## src/rtl/edge_event_arbiter.sv

```systemverilog
// -----------------------------------------------------------------------------
// edge_event_arbiter
//
// Watches NUM_CH level inputs for qualified rising and/or falling edges. Each
// edge is held in a per-channel pending flag. A round-robin arbiter presents
// pending events one at a time on a valid/ready interface. If a second edge
// arrives before the first is consumed, the event is recorded as lost in a
// sticky per-channel overflow flag.
//
// Build option:
//   EDGE_EVENT_ARB_SYNC_EN  When defined, each sig_in bit passes through a
//                           two-flop synchronizer before edge detection. This
//                           adds two cycles of latency. When undefined, sig_in
//                           feeds the edge detector directly.
//
// Parameters:
//   NUM_CH  number of monitored channels (2..16)
//   ID_W    width of evt_id; must equal clog2(NUM_CH)
//
// Ports:
//   clk        clock, rising edge
//   rst_n      asynchronous active-low reset
//   sig_in     per-channel level inputs
//   ch_en      per-channel enable (disabled: edges ignored, pending cleared)
//   mode_rise  per-channel: rising edges generate events
//   mode_fall  per-channel: falling edges generate events
//   evt_valid  an event is presented
//   evt_ready  consumer accepts the presented event
//   evt_id     channel index of the presented event
//   evt_rise   1 = presented event was a rising edge, 0 = falling edge
//   pending    per-channel pending-event flags
//   overflow   per-channel sticky lost-event flags
//   clr_ovf    single-cycle pulse that clears all overflow flags
// -----------------------------------------------------------------------------
module edge_event_arbiter #(
    parameter int NUM_CH = 4,
    parameter int ID_W   = 2
) (
    input  logic              clk,
    input  logic              rst_n,
    input  logic [NUM_CH-1:0] sig_in,
    input  logic [NUM_CH-1:0] ch_en,
    input  logic [NUM_CH-1:0] mode_rise,
    input  logic [NUM_CH-1:0] mode_fall,
    output logic              evt_valid,
    input  logic              evt_ready,
    output logic [ID_W-1:0]   evt_id,
    output logic              evt_rise,
    output logic [NUM_CH-1:0] pending,
    output logic [NUM_CH-1:0] overflow,
    input  logic              clr_ovf
);

    typedef enum logic {IDLE, PRESENT} state_t;

    state_t            state_q, state_d;
    logic [NUM_CH-1:0] s;
    logic [NUM_CH-1:0] dly_q;
    logic [NUM_CH-1:0] rise, fall, qual;
    logic [NUM_CH-1:0] pending_q, pending_d;
    logic [NUM_CH-1:0] type_q, type_d;
    logic [NUM_CH-1:0] ovf_q, ovf_d;
    logic [NUM_CH-1:0] acc_mask;
    logic [ID_W-1:0]   rr_ptr_q, rr_ptr_d;
    logic [ID_W-1:0]   evt_id_q, evt_id_d;
    logic              evt_rise_q, evt_rise_d;
    logic [ID_W-1:0]   grant_id;
    logic              accept;

    // Return the first requesting channel, searching upward from ptr and
    // wrapping at NUM_CH-1. The result is only used when req is non-zero.
    function automatic logic [ID_W-1:0] rr_pick(input logic [NUM_CH-1:0] req,
                                                input logic [ID_W-1:0]   ptr);
        logic [ID_W-1:0] pick;
        logic [ID_W-1:0] cand;
        logic            found;
        int              idx;
        pick  = ptr;
        found = 1'b0;
        for (int k = 0; k < NUM_CH; k++) begin
            idx = int'(ptr) + k;
            if (idx >= NUM_CH) idx = idx - NUM_CH;
            cand = ID_W'(idx);
            if (!found && req[cand]) begin
                pick  = cand;
                found = 1'b1;
            end
        end
        return pick;
    endfunction

`ifdef EDGE_EVENT_ARB_SYNC_EN
    logic [NUM_CH-1:0] sync1_q, sync2_q;

    always_ff @(posedge clk or negedge rst_n) begin
        if (!rst_n) begin
            sync1_q <= '0;
            sync2_q <= '0;
        end else begin
            sync1_q <= sig_in;
            sync2_q <= sync1_q;
        end
    end

    assign s = sync2_q;
`else
    assign s = sig_in;
`endif

    // dly_q resets to 0, so an input that is already high after reset
    // release is reported as a rising edge.
    assign rise = s & ~dly_q;
    assign fall = ~s & dly_q;
    assign qual = ch_en & ((rise & mode_rise) | (fall & mode_fall));

    assign accept   = (state_q == PRESENT) && evt_ready;
    assign grant_id = rr_pick(pending_q, rr_ptr_q);

    always_comb begin
        acc_mask = '0;
        if (accept) acc_mask[evt_id_q] = 1'b1;
    end

    // Per-channel bookkeeping. A new edge takes priority over acceptance, so
    // an edge arriving in the acceptance cycle survives as a fresh event.
    // It is counted as a loss only if the old event is still unconsumed.
    always_comb begin
        pending_d = pending_q;
        type_d    = type_q;
        ovf_d     = ovf_q & ~{NUM_CH{clr_ovf}};
        for (int i = 0; i < NUM_CH; i++) begin
            if (qual[i]) begin
                type_d[i] = rise[i];
                if (pending_q[i] && !acc_mask[i]) ovf_d[i] = 1'b1;
            end
            if (!ch_en[i])        pending_d[i] = 1'b0;
            else if (qual[i])     pending_d[i] = 1'b1;
            else if (acc_mask[i]) pending_d[i] = 1'b0;
        end
    end

    always_comb begin
        state_d    = state_q;
        evt_id_d   = evt_id_q;
        evt_rise_d = evt_rise_q;
        rr_ptr_d   = rr_ptr_q;
        case (state_q)
            IDLE: begin
                if (|pending_q) begin
                    state_d    = PRESENT;
                    evt_id_d   = grant_id;
                    evt_rise_d = type_q[grant_id];
                end
            end
            PRESENT: begin
                if (evt_ready) begin
                    state_d  = IDLE;
                    rr_ptr_d = (evt_id_q == ID_W'(NUM_CH - 1)) ? '0
                                                               : evt_id_q + ID_W'(1);
                end
            end
            default: state_d = IDLE;
        endcase
    end

    always_ff @(posedge clk or negedge rst_n) begin
        if (!rst_n) begin
            state_q    <= IDLE;
            dly_q      <= '0;
            pending_q  <= '0;
            type_q     <= '0;
            ovf_q      <= '0;
            rr_ptr_q   <= '0;
            evt_id_q   <= '0;
            evt_rise_q <= 1'b0;
        end else begin
            state_q    <= state_d;
            dly_q      <= s;
            pending_q  <= pending_d;
            type_q     <= type_d;
            ovf_q      <= ovf_d;
            rr_ptr_q   <= rr_ptr_d;
            evt_id_q   <= evt_id_d;
            evt_rise_q <= evt_rise_d;
        end
    end

    assign evt_valid = (state_q == PRESENT);
    assign evt_id    = evt_id_q;
    assign evt_rise  = evt_rise_q;
    assign pending   = pending_q;
    assign overflow  = ovf_q;

endmodule

```

## config.mk

```make
export PLATFORM = sky130hd
export DESIGN_NAME = edge_event_arbiter
export DESIGN_NICKNAME = d
export VERILOG_FILES = /design/src/rtl/edge_event_arbiter.sv
export SDC_FILE = /design/constraint.sdc
export NUM_CORES = 1
export LEC_CHECK = 0
export ABC_AREA = 1
export ABC_CLOCK_PERIOD_IN_PS = 3400
export CORE_MARGIN = 2
export CORE_UTILIZATION = 35
export CTS_CLUSTER_DIAMETER = 200
export DETAILED_ROUTE_END_ITERATION = 8
export DONT_BUFFER_PORTS = 1
export GPL_ROUTABILITY_DRIVEN = 0
export GPL_TIMING_DRIVEN = 0
export PLACE_DENSITY = 0.53
export SYNTH_ARGS = -nofsm -noshare
export SYNTH_HDL_FRONTEND = slang
export SYNTH_SLANG_ARGS = --single-unit
```

## constraint.sdc

```tcl
create_clock -name clk -period 3.4 [get_ports clk]
set_input_delay 0.68 -clock clk [delete_from_list [all_inputs] [get_ports clk]]
set_output_delay 0.68 -clock clk [all_outputs]
set_load 0.02 [all_outputs]
```

==> flow_summary.json <==
{
  "clk_pin_slew_worst_paths_ns": 0.13,
  "syn-num-nets": 191,
  "final_cell_mix": "nand2_1 (66), dfrtp_1 (22), nand3_1 (19), inv_1 (17), nand2_2 (9)",
  "period_minus_slack_ns": 1.701,
  "post-route-period-util_pct": 50.04,
  "ys_types": 17,
  "diodes": 0,
  "nets": 196,
  "vias_per_cell": 4.793,
  "ir_worst_vdd_v": 0.0002995,
  "post_cts_buffers": 0,
  "required_ns": 3.60,
  "ys_seq_elements": 22,
  "vias": 1040,
  "max_freq_mhz": 587.8,
  "die_h_um": 63.82,
  "drv_slew": 0,
  "clock_skew_ns": 0.007841,
  "worstSkewPairLatency_ns": 0.30,
  "syn_inst": 167,
  "holdWs_ns": 0.04802,
  "min_path_type": "in -> async",
  "fin_ws_ns": 1.699,
  "drt-total-wl_um": 2546,
  "core_area_sq_um": 3390,
  "cts_tree": "built",
  "slew_headroom_pct": 73.33,
  "wire_per_inst_um": 11.73,
  "rows": 21,
  "area_growth_pct": 8.791,
  "leakagePower_nw": 0.7115,
  "setup_viol": 0,
  "port_buffers": 0,
  "dr.pass1.iters": 4,
  "ys_seq_area_share_pct": 43.96,
  "grt_max_degree": 23,
  "tightest_slew_ns": 0.4000,
  "rsz0062_at_grt": "false",
  "place_ws_ns": 1.715,
  "final_common_cell": "nand2_1",
  "ant_nets": 0,
  "fp.dieArea_sq_um": 4073,
  "worst-setup-path-type": "reg -> reg",
  "cts_root_buffer": "clkbuf_4",
  "ctsHoldBuffers": 0,
  "power_mw": 1.036,
  "antenna_found_initial": 0,
  "cts_buffers": 3,
  "timing.setup.tns_ns": 0,
  "grt-ovfl-total": 0,
  "clk_path_buf_depth": 2,
  "clock_sinks": 22,
  "drt-initial-drc-count": 29,
  "maxCapViolCount": 0,
  "grtUsageTotal_pct": 14.34,
  "ioPinCount": 32,
  "drive_gt1_share_pct": 11.70,
  "finish.utilization_pct": 40.20,
  "start_util_pct": 36.95,
  "critical_path.max_fanout": 6,
  "cts-resized-gates": 0,
  "die_x_um": 63.82,
  "cp-end-kind": "flop",
  "yosysWarnings": 0,
  "hold_viol_final": 0,
  "p_per_area_nw_per_um2": 760.0,
  "avgSynthCellArea_sq_um": 7.500,
  "arrival_ns": 1.90,
  "drc": 0,
  "critPathLaunchType": "flop",
  "first_global_vias": 1127,
  "grt_pass1_wl_um": 4671,
  "synth_area_sq_um": 1252,
  "status": "complete, no violations",
  "hpwlAfterDp_um": 2081,
  "cts_max_level": 1
}
## metrics by stage
stage,cells,cell area [sq um]
5_1_grt,217,1363
2_1_floorplan,167,1252
6_report,217,1363
3_5_place_dp,213,1310
4_1_cts,217,1363
3_3_place_gp,213,1310
## sequential cells by signal (all words and copies together) (netlist names)
signal / count
dly_q: 4
overflow: 4
pending: 4
type_q: 4
evt_id: 2
rr_ptr_q: 2
evt_rise: 1
evt_valid: 1
## power breakdown
group | switching, mW | total, mW | internal (mW)
Sequential | 0.0888 | 0.400 | 0.312
Clock | 0.0781 | 0.197 | 0.119
Combinational | 0.282 | 0.438 | 0.156
Total | 0.449 | 1.04 | 0.586
## layer usage
layer  part of all wire [%]  vias up  global-route usage (%)
met1                     43      474                   17.45
met5                      0        -                       0
met2                     52       28                   25.65
met4                   0.82        0                   4.891
li1                       -      536                       -
met3                    4.5        2                   2.113
## final timing paths
kind | startpoint | endpoint | slack [ns] | depth (start not counted)
min | rst_n | dly_q[0] | 0.05 | 0
max reg2reg | pending[2] | evt_rise | 1.70 | 13
max | pending[2] | evt_rise | 1.70 | 13
min in group clk | sig_in[0] | dly_q[0] | 0.39 | 0
max in group asynchronous | rst_n | rr_ptr_q[0] | 3.27 | 0
min reg2reg | type_q[2] | type_q[2] | 0.52 | 2
## synthesized netlist by cell type
cell type / instances / area [sq um]
inv_4: 1 / 6.260
buf_6: 1 / 11.26
inv_1: 17 / 63.81
nand2_2: 9 / 56.30
inv_2: 2 / 7.510
dfrtp_1: 22 / 550.5
nand2_4: 1 / 11.26
nand3_4: 1 / 17.52
nand2_1: 66 / 247.7
nor2_8: 1 / 20.02
nand3_1: 19 / 95.09
o22ai_1: 4 / 25.02
ha_1: 4 / 50.05
nor4_1: 1 / 6.260
o21ai_0: 8 / 40.04
a21oi_1: 5 / 25.02
nor2_1: 5 / 18.77
## worst max-delay path, cell delays in order, from the launching register on
cell and delay, ns:
dfrtp_1 0.60, nand2_1 0.10, nand2_1 0.11, nand2_2 0.07, nand2_4 0.09, nand3_1 0.09, nand2_1 0.09, nand2_2 0.07
nand2_1 0.10, nand2_1 0.06, nand3_1 0.06, nand2_1 0.05, nand2_1 0.05, nand2_1 0.04
## cells by family (layout without fill, tap and decap cells)
kind of cell,count (synthesis),after routing,share of synthesized area [%]
compound gates,17,17,7.192
fa+ha+maj,4,4,3.996
buf+inv,21,25,7.093
flops,22,22,43.96
simple gates,103,103,37.76
## layout make-up
type / instances / area, sq um
Fill cell: 360 / 2027
Buffer: 1 / 11.26
Clock buffer: 3 / 22.52
Tap cell: 46 / 57.56
Inverter: 20 / 77.57
Sequential cell: 22 / 550.5
Clock inverter: 1 / 30.03
Multi-Input combinational cell: 124 / 613.1
(Power assumes the default switching activity.)
